## config.mk

```make
export PLATFORM = sky130hd
export DESIGN_NAME = mac_frame_parser
export DESIGN_NICKNAME = d
export VERILOG_FILES = /design/src/rtl/mac_frame_parser.sv
export SDC_FILE = /design/constraint.sdc
export NUM_CORES = 1
export LEC_CHECK = 0
export BUFFER_PORTS_ARGS = -buffer_cell sky130_fd_sc_hd__buf_2
export CAP_MARGIN = 5
export CORE_ASPECT_RATIO = 0.6
export CORE_MARGIN = 2
export CORE_UTILIZATION = 60
export CTS_CLUSTER_DIAMETER = 120
export DETAILED_ROUTE_END_ITERATION = 6
export GPL_TIMING_DRIVEN = 0
export PLACE_DENSITY = 0.88
export SLEW_MARGIN = 40
export SYNTH_ARGS = -nofsm -noshare
export SYNTH_HDL_FRONTEND = slang
export SYNTH_SLANG_ARGS = --single-unit
export TNS_END_PERCENT = 5
```

## constraint.sdc

```tcl
create_clock -name i_clk -period 2.8 [get_ports i_clk]
set_clock_uncertainty 0.15 [all_clocks]
set_input_delay 0.56 -clock i_clk [delete_from_list [all_inputs] [get_ports i_clk]]
set_output_delay 0.56 -clock i_clk [all_outputs]
set_load 0.005 [all_outputs]
```

## src/rtl/mac_frame_parser.sv

```systemverilog
// mac_frame_parser: ingress header stage ahead of mac_learning.
// Collects the 12-byte MAC header, issues one learn/lookup request per
// frame, drains the payload and presents the forwarding decision.
//
// Ports:
//   i_clk, i_rst              clock, synchronous active-high reset
//   i_in_valid/i_in_data      byte stream, byte 0 first on the wire
//   i_in_last, i_in_port      end-of-frame marker, ingress port (byte 0)
//   o_in_ready                byte accepted when valid && ready
//   o_learn_en                one-cycle request pulse to mac_learning
//   o_dst_mac/o_src_mac       captured header addresses (request operands)
//   o_src_port                ingress port of the requesting frame
//   i_learn_done              mac_learning completion pulse
//   i_learn_dst_port          lookup result, valid with i_learn_done
//   o_res_valid/i_res_ready   decision handshake to the switch fabric
//   o_res_dst_port            egress port, 0 = flood/unknown
//   o_res_src_port            ingress port of the decided frame
//   o_res_bcast               destination is the broadcast address
//   o_res_timeout             decision forced by the done timeout
//   o_runt_cnt                saturating count of runt frames
module mac_frame_parser #(
    parameter int DONE_TIMEOUT  = 64,
    parameter int MIN_HDR_BYTES = 12
) (
    input  logic        i_clk,
    input  logic        i_rst,
    input  logic        i_in_valid,
    input  logic [7:0]  i_in_data,
    input  logic        i_in_last,
    input  logic [2:0]  i_in_port,
    output logic        o_in_ready,
    output logic        o_learn_en,
    output logic [47:0] o_dst_mac,
    output logic [47:0] o_src_mac,
    output logic [2:0]  o_src_port,
    input  logic        i_learn_done,
    input  logic [2:0]  i_learn_dst_port,
    output logic        o_res_valid,
    input  logic        i_res_ready,
    output logic [2:0]  o_res_dst_port,
    output logic [2:0]  o_res_src_port,
    output logic        o_res_bcast,
    output logic        o_res_timeout,
    output logic [15:0] o_runt_cnt
);

    localparam int         TW       = $clog2(DONE_TIMEOUT + 1);
    localparam logic [3:0] LAST_HDR = 4'(MIN_HDR_BYTES - 1);

    localparam logic [2:0] S_IDLE   = 3'd0;
    localparam logic [2:0] S_HDR    = 3'd1;
    localparam logic [2:0] S_DRAIN  = 3'd2;
    localparam logic [2:0] S_WAIT   = 3'd3;
    localparam logic [2:0] S_RESULT = 3'd4;

    logic [2:0]    r_state;
    logic [2:0]    w_state_nxt;
    logic [3:0]    r_hcnt;
    logic [87:0]   r_hdr;
    logic [2:0]    r_in_port;
    logic          r_lookup_pend;
    logic [TW-1:0] r_to_cnt;

    logic          r_learn_en;
    logic [47:0]   r_dst_mac;
    logic [47:0]   r_src_mac;
    logic [2:0]    r_src_port;
    logic [2:0]    r_res_dst_port;
    logic [2:0]    r_res_src_port;
    logic          r_res_bcast;
    logic          r_res_timeout;
    logic [15:0]   r_runt_cnt;

    logic          w_accept;
    logic [95:0]   w_hdr_full;
    logic          w_byte11;
    logic          w_runt;
    logic          w_lk_done;
    logic          w_lk_to;
    logic          w_resolved;

    assign o_in_ready = (r_state == S_IDLE) ||
                        (r_state == S_HDR)  ||
                        (r_state == S_DRAIN);
    assign o_res_valid = (r_state == S_RESULT);

    assign w_accept   = i_in_valid && o_in_ready;
    // Header bytes 0..10 sit in r_hdr; the byte on the bus completes it.
    assign w_hdr_full = {r_hdr, i_in_data};
    assign w_byte11   = w_accept && (r_state == S_HDR) &&
                        (r_hcnt == LAST_HDR);
    assign w_runt     = w_accept && i_in_last &&
                        ((r_state == S_IDLE) ||
                         ((r_state == S_HDR) && (r_hcnt < LAST_HDR)));

    // Done beats a timeout expiring in the same cycle.
    assign w_lk_done  = r_lookup_pend && i_learn_done;
    assign w_lk_to    = r_lookup_pend && !i_learn_done &&
                        (r_to_cnt == TW'(DONE_TIMEOUT));
    assign w_resolved = !r_lookup_pend || w_lk_done || w_lk_to;

    always_comb begin
        w_state_nxt = r_state;
        case (r_state)
            S_IDLE: begin
                if (w_accept && !i_in_last)
                    w_state_nxt = S_HDR;
            end
            S_HDR: begin
                if (w_accept) begin
                    if (r_hcnt == LAST_HDR)
                        w_state_nxt = i_in_last ? S_WAIT : S_DRAIN;
                    else if (i_in_last)
                        w_state_nxt = S_IDLE;
                end
            end
            S_DRAIN: begin
                // Skip WAIT when the lookup resolves with the last byte.
                if (w_accept && i_in_last)
                    w_state_nxt = w_resolved ? S_RESULT : S_WAIT;
            end
            S_WAIT: begin
                if (w_resolved)
                    w_state_nxt = S_RESULT;
            end
            S_RESULT: begin
                if (i_res_ready)
                    w_state_nxt = S_IDLE;
            end
            default: w_state_nxt = S_IDLE;
        endcase
    end

    always_ff @(posedge i_clk) begin
        if (i_rst) begin
            r_state <= S_IDLE;
        end else begin
            r_state <= w_state_nxt;
        end
    end

    // Header capture: shift register advances only on accepted bytes.
    always_ff @(posedge i_clk) begin
        if (i_rst) begin
            r_hcnt    <= 4'd0;
            r_hdr     <= '0;
            r_in_port <= 3'd0;
        end else if (w_accept) begin
            if (r_state == S_IDLE) begin
                r_hcnt    <= 4'd1;
                r_hdr     <= w_hdr_full[87:0];
                r_in_port <= i_in_port;
            end else if (r_state == S_HDR) begin
                r_hcnt <= r_hcnt + 4'd1;
                r_hdr  <= w_hdr_full[87:0];
            end
        end
    end

    // Request operands move only when a complete header arrives, which
    // cannot happen before the previous decision has been accepted.
    always_ff @(posedge i_clk) begin
        if (i_rst) begin
            r_learn_en     <= 1'b0;
            r_dst_mac      <= '0;
            r_src_mac      <= '0;
            r_src_port     <= 3'd0;
            r_res_src_port <= 3'd0;
            r_res_bcast    <= 1'b0;
        end else begin
            r_learn_en <= w_byte11;
            if (w_byte11) begin
                r_dst_mac      <= w_hdr_full[95:48];
                r_src_mac      <= w_hdr_full[47:0];
                r_src_port     <= r_in_port;
                r_res_src_port <= r_in_port;
                r_res_bcast    <= &w_hdr_full[95:48];
            end
        end
    end

    // Lookup tracking runs alongside the payload drain.
    always_ff @(posedge i_clk) begin
        if (i_rst) begin
            r_lookup_pend  <= 1'b0;
            r_to_cnt       <= '0;
            r_res_dst_port <= 3'd0;
            r_res_timeout  <= 1'b0;
        end else if (w_byte11) begin
            r_lookup_pend  <= 1'b1;
            r_to_cnt       <= '0;
            r_res_dst_port <= 3'd0;
            r_res_timeout  <= 1'b0;
        end else if (w_lk_done) begin
            r_lookup_pend  <= 1'b0;
            // Broadcast still learns the source but always floods.
            r_res_dst_port <= r_res_bcast ? 3'd0 : i_learn_dst_port;
        end else if (w_lk_to) begin
            r_lookup_pend  <= 1'b0;
            r_res_dst_port <= 3'd0;
            r_res_timeout  <= 1'b1;
        end else if (r_lookup_pend) begin
            r_to_cnt <= r_to_cnt + 1'b1;
        end
    end

    always_ff @(posedge i_clk) begin
        if (i_rst) begin
            r_runt_cnt <= 16'd0;
        end else if (w_runt && (r_runt_cnt != 16'hFFFF)) begin
            r_runt_cnt <= r_runt_cnt + 16'd1;
        end
    end

    assign o_learn_en     = r_learn_en;
    assign o_dst_mac      = r_dst_mac;
    assign o_src_mac      = r_src_mac;
    assign o_src_port     = r_src_port;
    assign o_res_dst_port = r_res_dst_port;
    assign o_res_src_port = r_res_src_port;
    assign o_res_bcast    = r_res_bcast;
    assign o_res_timeout  = r_res_timeout;
    assign o_runt_cnt     = r_runt_cnt;

endmodule

```

==> metrics.cfg <==
[cts]
tritoncts = yes
cts_sinks = 227
cts_buffers = 20
ctsResizeCount = 0
cts_setup_buffers = 0
clkTransAtPathRegs_ps = 70
insertion_delay_ps = 490
clock-root-buffer = clkbuf_16
hold_buffers = 0
cts_buffer_depth = 3
htree_levels = 1

[critical_path]
worstPathRequired_ps = 2090
worstPathMaxFanout = 10
crit_type = reg2out
crit_path_end_kind = primary output
start_kind = flip-flop
worst_ep_arrival_time_ps = 1780

[floorplan]
start_util_pct = 61.69
rows = 33
die_x_um = 157.5
die_y_um = 96.10
fp.dieArea_um2 = 15130
ios = 146
core_area_um2 = 13750

[grt]
antenna_found_initial = 0
grt_pass1_wl_um = 35330
grt_pass1_vias = 7178
grtUsageTotal_pct = 29.12
grt_overflow_total = 0
grt_max_degree = 17

[sta]
drv_slew = 0
setup_tns_ps = 0
rsz0062_at_grt = no
setup_ws_ps = 308.1
clock.fmax_mhz = 401.3
finalHoldViolCount = 0
period_share_pct = 89.00
min_period_ps = 2492
worst_slew_pin_slew_ps = 741.3
slew_headroom_pct = 50.58
setup_viol = 0

[cells_and_area]
drive_gt1_share_pct = 17.36
finalNonFillerCells = 1436
fin_util_pct = 73.26
layout.nets = 1255
syn2layout_area_growth_pct = 18.76
insertedDiodeCount = 0

[routing]
postRouteAntennaNets = 0
drc = 0
vias_per_cell = 5.551
first_pass_iters = 5
drt_iter0_markers = 857
drt-total-wl_um = 22130
wl_per_cell_um = 15.41
num_vias = 7971

[flow_run]
max-cap-violations = 0

[logic_synthesis]
yosysSeqAreaShare_pct = 53.58
yosysWarnings = 0
synthArstFlopShare_pct = 0
synthCells = 1065
synth_seq_cells = 227
yosysUniqueCellTypes = 49
syn_area_per_cell_um2 = 7.964
synth_edf_count = 0
ys_dominant_reg_cell = dfxtp_1
netlist_area_um2 = 8482
syn_nets = 1089

[min_path]
hp-class = in2reg

[pwr]
ir_drop_mv = 0.4716
power.density_nw_per_um2 = 628.8
leakage_nw = 3.811

[place]
dp_hpwl_um = 15590
place.gp.congestion = 0.8729
post-place-cells = 1401
port_buffers = 144
post-place-ws_ps = 430.9

[outcome]
status = complete, no violations

-- logic make-up (layout without fill, tap and decap cells) --
| family | after synthesis | count (layout) | synth area share (%) |
|---|---|---|---|
| AND/OR/NAND/NOR | 501 | 501 | 24.89 |
| AO/OA/AOI/OAI | 229 | 229 | 14.10 |
| flip-flops | 227 | 227 | 53.58 |
| buffers and inverters | 84 | 263 | 4.765 |
| XOR/XNOR | 19 | 19 | 1.962 |
| adder cells (fa/ha/maj) | 4 | 4 | 0.5901 |
| multiplexers | 1 | 1 | 0.1180 |
-- area by class of cell --
class	instances	area, µm²
clock buffer	31	583.1
buffer	77	377.9
inverter	7	26.28
clock inverter	4	47.55
multi-input combinational	754	3533
tap	192	240.2
fill	1087	3676
sequential	227	4544
timing repair buffer	144	720.7
-- report_power, final --
group          switching [W]  leakage (nW)  internal [W]  total [W]
registers          0.0000309          1.83       0.00326    0.00329
logic               0.000263          1.68     0.0000985   0.000361
clock network        0.00115         0.305       0.00153    0.00268
-- critical path: stages (launching register included) --
cell,delay [ps]
dfxtp_1,370
buf_2,240
clkbuf_1,400
a21oi_1,130
buf_2,160
-- cell usage after synthesis (all sizes together), types with 4 or more instances --
| cell | instances | area (µm²) |
|---|---|---|
| a21oi | 205 | 1030 |
| nand3 | 13 | 70.07 |
| buf | 36 | 222.7 |
| inv | 7 | 26.28 |
| nor3 | 9 | 45.04 |
| nor4 | 6 | 65.06 |
| nor2 | 38 | 145.1 |
| ha | 4 | 50.05 |
| dfxtp | 227 | 4544 |
| xnor2 | 16 | 140.1 |
| o21ai | 9 | 45.04 |
| nand4 | 21 | 146.4 |
| nand2 | 392 | 1471 |
| clkbuf | 41 | 155.1 |
-- per-layer routing --
| metal | share of wire [%] | GRT usage [%] | up-vias |
|---|---|---|---|
| li1 | - | - | 3839 |
| met1 | 49 | 44.72 | 3766 |
| met2 | 42 | 43.23 | 342 |
| met3 | 8.3 | 4.683 | 24 |
| met4 | 1.2 | 6.061 | 0 |
| met5 | 0 | 0 | - |
-- worst paths after layout --
path	cells after the start	slack, ps	from	to
hold reg to reg	2	300	r_in_port[2]	o_res_src_port[2]
setup reg to reg	6	560	r_hcnt[0]	o_runt_cnt[7]
setup / recovery	4	310	r_state[0]	o_in_ready
hold / removal	3	160	i_in_port[0]	r_in_port[0]
-- registers in the layout, indices dropped and copies added, names as in the netlist, 3 cells and up --
name / flops
o_runt_cnt: 16
r_hcnt: 4
r_to_cnt: 7
r_hdr: 88
r_state: 3
o_res_src_port: 3
o_src_mac: 48
r_in_port: 3
o_dst_mac: 48
o_res_dst_port: 3
-- through the flow --
stage                     hold slack (ps)  power, W  cell area, µm²
after global placement              286.3  0.003702            9443
after floorplan                     278.4  0.003597            8482
final                               161.5  0.006334           10070
after CTS                           153.5  0.006336           10070
after global routing                165.0  0.006533           10070
after detailed placement            291.2  0.003712            9443
-- cells in the final DEF (no fill, tap or decap), types with 2 or more instances in the layout --
master,instances
a211oi_1,2
a21oi_1,204
a22oi_1,3
a311oi_1,3
and2_1,3
and3b_1,3
and4_1,3
buf_1,2
buf_2,163
buf_4,13
buf_6,2
clkbuf_1,48
clkbuf_16,21
clkbuf_8,2
clkinv_2,2
dfxtp_1,227
ha_1,4
inv_1,7
nand2_1,392
nand2b_1,2
nand3_1,12
nand4_1,20
nor2_1,37
nor3_1,9
nor3b_1,2
nor4_1,3
nor4_2,2
o21ai_0,9
or3_1,2
xnor2_1,16
xor2_1,3
No activity file was read; power rests on OpenSTA's default activity.
